**src/rtl/mmm_arbiter.sv**
```systemverilog
// -----------------------------------------------------------------------------
// mmm_arbiter
//
// Two-requester round-robin arbiter in front of one shared Montgomery
// multiplier core. The owner drives the core operands while it holds the
// grant. Each operation has four phases:
//   IDLE -> CRST (core held in reset for RST_CYCLES cycles)
//        -> RUN  (core released for MMM_CYCLES cycles)
//        -> DONE (one cycle: result-register load strobe and done pulse)
//        -> IDLE
// Requests are sampled only in IDLE. There is no preemption and no abort. An
// owner may drop its request early and the operation still completes.
//
// Parameters
//   MMM_CYCLES  cycles one multiplication occupies the core (1..65535)
//   RST_CYCLES  cycles the core reset is held before each operation (1..15)
//
// Ports
//   clk        rising-edge clock
//   rst        asynchronous active-high reset
//   en         global clock enable; 0 freezes every register
//   req[1:0]   request per requester, held high until its done pulse
//   gnt[1:0]   one-hot grant (or 00)
//   done[1:0]  one-cycle pulse to the owner when its result is valid
//   mmm_rst_n  active-low reset to the shared core
//   mmm_sel    operand/result mux select (index of the granted requester)
//   ld_r       one-cycle result-register load strobe
//   busy       high in every state except IDLE
// -----------------------------------------------------------------------------
module mmm_arbiter #(
    parameter int MMM_CYCLES = 1028,
    parameter int RST_CYCLES = 2
) (
    input  logic       clk,
    input  logic       rst,
    input  logic       en,
    input  logic [1:0] req,
    output logic [1:0] gnt,
    output logic [1:0] done,
    output logic       mmm_rst_n,
    output logic       mmm_sel,
    output logic       ld_r,
    output logic       busy
);

    typedef enum logic [1:0] {
        IDLE = 2'd0,
        CRST = 2'd1,
        RUN  = 2'd2,
        DONE = 2'd3
    } state_t;

    // Terminal counts. The counter restarts at zero on every state change,
    // so it never needs to wrap.
    localparam logic [15:0] RST_LAST = 16'(RST_CYCLES - 1);
    localparam logic [15:0] RUN_LAST = 16'(MMM_CYCLES - 1);

    state_t      state_reg, state_next;
    logic [15:0] cnt_reg, cnt_next;
    logic        last_reg, last_next;

    logic [1:0]  gnt_reg, gnt_next;
    logic [1:0]  done_reg, done_next;
    logic        mmm_rst_n_reg, mmm_rst_n_next;
    logic        mmm_sel_reg, mmm_sel_next;
    logic        ld_r_reg, ld_r_next;

    logic        any_req;
    logic        winner;
    logic        take;

    // -------------------------------------------------------------------------
    // Arbitration
    // -------------------------------------------------------------------------
    assign any_req = |req;

    // A sole requester always wins. On a tie the requester that was not
    // served last wins. last resets to 1, so requester 0 wins the first tie.
    always_comb begin
        winner = req[1];
        if (req == 2'b11) begin
            winner = ~last_reg;
        end
    end

    // A new operation is accepted only in IDLE.
    assign take = (state_reg == IDLE) && any_req;

    // -------------------------------------------------------------------------
    // State register
    // -------------------------------------------------------------------------
    always_ff @(posedge clk or posedge rst) begin
        if (rst) begin
            state_reg <= IDLE;
            cnt_reg   <= 16'd0;
            last_reg  <= 1'b1;
        end else if (en) begin
            state_reg <= state_next;
            cnt_reg   <= cnt_next;
            last_reg  <= last_next;
        end
    end

    // -------------------------------------------------------------------------
    // Next-state logic
    // -------------------------------------------------------------------------
    always_comb begin
        state_next = state_reg;
        case (state_reg)
            IDLE: begin
                if (any_req) begin
                    state_next = CRST;
                end
            end
            CRST: begin
                if (cnt_reg == RST_LAST) begin
                    state_next = RUN;
                end
            end
            RUN: begin
                if (cnt_reg == RUN_LAST) begin
                    state_next = DONE;
                end
            end
            DONE: begin
                state_next = IDLE;
            end
            default: begin
                state_next = IDLE;
            end
        endcase
    end

    // The cycle counter only runs while CRST or RUN persists. It clears on
    // every transition and stays at zero in IDLE and DONE.
    always_comb begin
        cnt_next = 16'd0;
        if ((state_next == state_reg) &&
            ((state_reg == CRST) || (state_reg == RUN))) begin
            cnt_next = cnt_reg + 16'd1;
        end
    end

    always_comb begin
        last_next = last_reg;
        if (take) begin
            last_next = winner;
        end
    end

    // -------------------------------------------------------------------------
    // Output logic
    // -------------------------------------------------------------------------
    // The outputs are registered and loaded with the values belonging to the
    // state being entered. They therefore change on the same edge as the state
    // and cannot glitch at the core or the requesters.
    always_comb begin
        mmm_sel_next = mmm_sel_reg;
        if (take) begin
            mmm_sel_next = winner;
        end
    end

    // The core is released for RUN and stays released through DONE, so the
    // result is still valid while it is loaded.
    always_comb begin
        mmm_rst_n_next = (state_next == RUN) || (state_next == DONE);
        ld_r_next      = (state_next == DONE);
    end

    // Per-requester grant and done decode. done is derived from the grant, so
    // it is always a subset of gnt.
    generate
        for (genvar gi = 0; gi < 2; gi++) begin : g_owner
            always_comb begin
                gnt_next[gi]  = (state_next != IDLE) && (mmm_sel_next == 1'(gi));
                done_next[gi] = (state_next == DONE) && gnt_next[gi];
            end
        end
    endgenerate

    always_ff @(posedge clk or posedge rst) begin
        if (rst) begin
            gnt_reg       <= 2'b00;
            done_reg      <= 2'b00;
            mmm_rst_n_reg <= 1'b0;
            mmm_sel_reg   <= 1'b0;
            ld_r_reg      <= 1'b0;
        end else if (en) begin
            gnt_reg       <= gnt_next;
            done_reg      <= done_next;
            mmm_rst_n_reg <= mmm_rst_n_next;
            mmm_sel_reg   <= mmm_sel_next;
            ld_r_reg      <= ld_r_next;
        end
    end

    assign gnt       = gnt_reg;
    assign done      = done_reg;
    assign mmm_rst_n = mmm_rst_n_reg;
    assign mmm_sel   = mmm_sel_reg;
    assign ld_r      = ld_r_reg;

    // busy is decoded from the state register. It falls as soon as an
    // asynchronous reset forces IDLE.
    assign busy = (state_reg != IDLE);

endmodule

```
**config.mk**
```make
export PLATFORM = sky130hd
export DESIGN_NAME = mmm_arbiter
export DESIGN_NICKNAME = d
export VERILOG_FILES = /design/src/rtl/mmm_arbiter.sv
export SDC_FILE = /design/constraint.sdc
export NUM_CORES = 1
export LEC_CHECK = 0
export ABC_AREA = 1
export BUFFER_PORTS_ARGS = -buffer_cell sky130_fd_sc_hd__buf_2
export CAP_MARGIN = 20
export CELL_PAD_IN_SITES_DETAIL_PLACEMENT = 0
export CELL_PAD_IN_SITES_GLOBAL_PLACEMENT = 1
export CORE_ASPECT_RATIO = 1.2
export CORE_MARGIN = 1
export CORE_UTILIZATION = 40
export DETAILED_ROUTE_END_ITERATION = 6
export GPL_ROUTABILITY_DRIVEN = 1
export PLACE_DENSITY = 0.73
export SYNTH_ARGS = -nofsm -noshare
export SYNTH_HDL_FRONTEND = slang
export SYNTH_SLANG_ARGS = --single-unit
```
**constraint.sdc**
```tcl
create_clock -name clk -period 1.5 [get_ports clk]
set_input_delay 0.075 -clock clk [delete_from_list [all_inputs] [get_ports clk]]
set_output_delay 0.075 -clock clk [all_outputs]
set_load 0.01 [all_outputs]
```
# Yosys cells after proc, flatten, opt, wreduce, memory -nomap -nowiden
# Index checks and enable logic that the tools add are counted.
# W data, S select, Z words.
[word_totals] output_inout_bits=8 register_bits=26 in_bits=5 word_cells=40
[classes] add_sub_neg=1 eq_ne=9 mux=7 bitwise=2 n_reduce_logical=13
[ops] operator="$add A16 B1 Y16 const B" count=1
[ops] operator="$eq A16 B1 Y1 const B" count=1
[ops] operator="$eq A16 B11 Y1 const B" count=1
[ops] operator="$mux W16" count=1
[ops] operator="$eq A2 B2 Y1 const B" count=5
[ops] operator="$pmux W2 S4" count=1
[ops] operator="$logic_and A1 B1 Y1" count=6
[ops] operator="$mux W2" count=3
[ops] operator="$reduce_bool A2 Y1" count=2
[ops] operator="$eq A2 B1 Y1 const B" count=1
[ops] operator="$eq A2 B2 Y1" count=1
[ops] operator="$logic_not A2 Y1" count=1
[ops] operator="$logic_or A1 B1 Y1" count=2
[ops] operator="$mux W1" count=2
[ops] operator="$not A1 Y1" count=2
[ops] operator="$reduce_and A2 Y1" count=1
[ops] operator="$reduce_or A2 Y1" count=1

# Longest topological paths before layout
[depth] depth_word=6 depth_mapped=14 mapped_depth_nobuf=13

# Least setup slack after synthesis
# Ideal clock, no wire load.
[synth_timing] path_kind="reg2reg" from="reg state_reg[1]" to="reg cnt_reg[10]" n_path_buf=1 stages_incl_launch_ff=12 path_slack_ns=-0.172 synth_period_minus_slack_ns=1.672 setup_ns=0.144 t_arrival_ns=1.528 t_required_ns=1.356 path_cell_list="dfrtp_1 inv_1 ha_1 nand2_1 inv_1 a21oi_2 nand3_1 nand2_1 inv_2 nand3_4 buf_6 a21oi_2"
[synth_between] elab_chain_cells=5 elab_cells_between_ends=12 cone_classes="eq/ne: 4; mux: 5; reduce/logical: 3"
[synth_lines] element="start, declared" line="58" text="state_t state_reg, state_next;"
[synth_lines] element="start signal, assigned" line="98" text="state_reg <= state_next;"
[synth_lines] element="$eq A2 B2 Y1, or another cell as far along" line="109" text="case (state_reg)"
[synth_lines] element="$pmux W2 S4" line="109"
[synth_lines] element="$eq A2 B2 Y1" line="138" text="if ((state_next == state_reg) &&"
[synth_lines] element="$logic_and A1 B1 Y1 *" line="138"
[synth_lines] element="$mux W16 *" line="138"
[synth_lines] element="end signal, assigned" line="99" text="cnt_reg <= cnt_next;"
[synth_lines] element="end, declared" line="59" text="logic [15:0] cnt_reg, cnt_next;"
# Mark *: on every way between the ends. The rest lies on a longest branch, timed or not.
# A chain may end at the register's enable or synchronous reset.

# Worst setup path after layout
[layout_timing] from="reg cnt_reg[3]" to="reg cnt_reg[13]"
[layout_between] elab_chain_cells=6 elab_cells_between_ends=9 cone_classes="add/sub: 1; eq/ne: 3; mux: 4; reduce/logical: 1"
[layout_lines] element="$eq A16 B11 Y1 or $eq A16 B1 Y1 (tied branches)" line="121, 116"
[layout_lines] element="$mux W2, on equally long branches" line="121, 116"
[layout_lines] element="$pmux W2 S4" line="109"
[layout_lines] element="$eq A2 B2 Y1" line="138"
[layout_lines] element="$logic_and A1 B1 Y1" line="138"
[layout_lines] element="$mux W16 *" line="138"
# Marks and branches as above.

==> results.yml <==
synth:
  yosysTopAreaCell: "dfrtp_1"
  synth.distinct_cells: 26
  syn_inst: 188
  synth-edff-count: 0
  ys_top_cells_by_area: "dfrtp_1 39%, nand2_1 12%, a21oi_2 5.7%"
  syn_nets: 200
  ys_seq_elements: 25
  syn_area_per_cell_um2: 8.21
  yosysMostFrequentCell: "nand2_1"
  synth_commonest_cells: "50 x nand2_1, 24 x dfrtp_1, 19 x inv_1"
  ys.flop_type: "dfrtp_1"
  async_flop_share_pct: 100
  synth_area_um2: 1540
  yosysSeqAreaShare_pct: 40.6
  yosysTopAreaCellShare_pct: 38.9
  ys_warn_count: 0
floorplan:
  core_area_um2: 3660
  die_w_um: 58.7
  pin_count: 13
  die-area_um2: 4110
  fp.dieH_um: 70.1
  std_cell_rows: 24
  start_util_pct: 42.1
grt:
  grt_pass1_wl_um: 6380
  grt_antenna_before_repair: 0
  overflow: 0
  grt_max_degree: 16
  grt_pass1_vias: 1413
  grt.total_usage_pct: 19.9
routing:
  avgViaCountPerCell: 4.72
  dr_total_vias: 1416
  ant_nets: 0
  dr.pass1.iters: 4
  first_iter_violations: 29
  drt-total-wl_um: 3720
  drt-wirelength-per-cell_um: 12.4
  drc: 0
setup_path:
  critical_path.slowest_cell: "dfrtp_1"
  endpoint_kind: "register"
  critPathKind: "reg2reg"
  reg2reg_depth: 11
  critPathRequiredTime_ns: 1.71
  cp_slowest_stage_delay_ns: 0.41
  worstPathArrival_ns: 1.96
  crit_family: "simple AND/OR/NAND/NOR gates"
  r2r_slack_ns: -0.26
  cp_cell_sequence: "buf_4 -> nor2_2 -> nand2_1 -> nor2_2 -> nand2_2 -> a21oi_2 -> nand2_2 -> nand3_2 -> nand3_4 -> buf_12 -> a21oi_2"
  startpoint_type: "register"
  path_max_fanout: 8
  crit_buf_inv: 2
  path_depth: 11
power:
  peakVddDrop_uv: 1030
  leakagePower_nw: 1.10
  powerDensity_nw_per_um2: 1410
timing:
  worst_slack_ns: -0.255
  slew_viol_final: 0
  hold_viol_final: 0
  worst_pin_slew_ns: 0.389
  timing.final.crit_share_pct: 117
  fmax_mhz: 570
  timing.final.setup_violations: 22
  finClkSkew_ns: 0.00772
  rsz0062_at_grt: "true"
  fin_crit_ns: 1.76
  relSlewSlack_pct: 74.1
  hold_ws_ns: 0.113
clock_tree:
  clk_pin_slew_worst_paths_ns: 0.09
  cts-root-buf: "clkbuf_8"
  cts_tree: "yes"
  numClockSinks: 25
  clkLatencyLatePin_ns: 0.27
  h-tree-depth: 1
  cts-buffers-inserted: 3
  cts_max_path_buffers: 2
placement:
  numPortBuffers: 12
  dp_hpwl_um: 2580
  post-place-ws_ns: -0.240
  place_inst: 287
  gp_congestion: 0.806
layout:
  largest_reg_flops: 16
  fin_cells: 300
  fill_cells: 318
  final_nets: 261
  antenna_cells: 0
  layout-drive-gt1-share_pct: 50.4
  flow.area_growth_from_synthesis_pct: 45.8
job:
  max_cap_viol_count: 0
hold_path:
  hold_depth: 3
  hold_path_class: "in2reg"
outcome:
  status: "finished with violations"
  violations: "negative setup slack"
==> placed cells by master (no fill, tap or decap) <==
cell,instances
nand2_1,41
nor3_4,2
buf_16,1
nor2_1,12
clkbuf_8,3
ha_1,6
inv_2,4
nor3_1,2
buf_6,4
inv_1,16
xnor2_1,2
a21oi_2,14
dfstp_2,1
nand3_2,6
or2_2,3
a21oi_4,1
xor2_2,2
ha_2,1
xnor2_2,1
nand2_4,2
dfrtp_2,1
buf_4,41
dlygate4sd3_1,1
nand4_1,5
nand3_4,1
dfrtp_1,23
clkinv_2,1
o21ai_0,4
buf_2,12
nor2_2,5
buf_12,1
nor2_4,1
nand3_1,4
nor3_2,1
xor2_1,7
o21ai_2,4
a31oi_4,1
nand2_2,11
==> logic make-up (layout without fill, tap and decap cells) <==
| family | count (synthesis) | in the layout | share of synthesized area (%) |
|---|---|---|---|
| AND/OR/NAND/NOR | 96 | 96 | 29.6 |
| XOR/XNOR | 12 | 12 | 6.81 |
| buffers and inverters | 24 | 84 | 6.32 |
| flip-flops | 25 | 25 | 40.6 |
| adder cells (fa/ha/maj) | 7 | 7 | 5.67 |
| AO/OA/AOI/OAI | 24 | 24 | 11.0 |
==> repair_timing <==
action	in CTS	in global routing
endpoints found under the setup margin	21	24
pin swaps	7	13
hold endpoints to repair	8	0
resized for setup	18	26
gates cloned	1	0
buffers inserted	4	4
hold buffers	1	0
==> final cells by class <==
class	instances	area, um2	area share [%]
sequential	25	628	27.9
inverter	20	75.1	3.34
clock buffer	3	41.3	1.83
timing repair buffer	60	470	20.9
clock inverter	1	5.00	0.222
tap	52	65.1	2.89
multi-input combinational	139	966	42.9
==> routing by layer <==
| layer | wire (um) | part of all wire, % | GRT usage [%] | vias up |
|---|---|---|---|---|
| met2 | 1910 | 51 | 31.0 | 16 |
| met1 | 1670 | 45 | 28.8 | 676 |
| met5 | 0 | 0 | 0 | - |
| li1 | - | - | - | 718 |
| met4 | 59 | 1.6 | 6.88 | 0 |
| met3 | 80 | 2.2 | 1.85 | 6 |
==> metrics by stage <==
step / power (W) / cell area, um2 / setup TNS [ns] / utilization (%)
after floorplan: 0.00175 / 1560 / -0.647 / -
after global placement: 0.00217 / 1950 / -2.09 / 53.2
after detailed placement: 0.00221 / 1950 / -3.41 / 53.2
after CTS: 0.00297 / 2130 / -2.94 / 58.1
after global routing: 0.00337 / 2250 / -7.02 / 61.4
final: 0.00316 / 2250 / -4.34 / 61.4
==> worst reg2reg max path, cell delays in order, from the launching register on <==
cell and delay, ns:
dfrtp_1 0.41, buf_4 0.14, nor2_2 0.07, nand2_1 0.08
nor2_2 0.13, nand2_2 0.07, a21oi_2 0.17, nand2_2 0.09
nand3_2 0.09, nand3_4 0.13, buf_12 0.18, a21oi_2 0.13
==> worst paths after layout <==
kind / start / endpoint
max: cnt_reg[3]$_DFFE_PP0P_ / cnt_reg[13]$_DFFE_PP0P_
min: req[1] / last_reg$_DFFE_PP1P_
max reg2reg: cnt_reg[3]$_DFFE_PP0P_ / cnt_reg[13]$_DFFE_PP0P_
min reg2reg: done[1]$_DFFE_PP0P_ / done[1]$_DFFE_PP0P_
max in group asynchronous: rst / last_reg$_DFFE_PP1P_
min in group asynchronous: rst / cnt_reg[3]$_DFFE_PP0P_
==> report_power, final <==
part | internal, W | leakage, nW | switching, W
registers | 0.000794 | 0.336 | 0.0000816
logic | 0.000850 | 0.742 | 0.00104
clock network | 0.000186 | 0.0255 | 0.000214
total | 0.00183 | 1.10 | 0.00133
No activity file was read; power rests on OpenSTA's default activity.
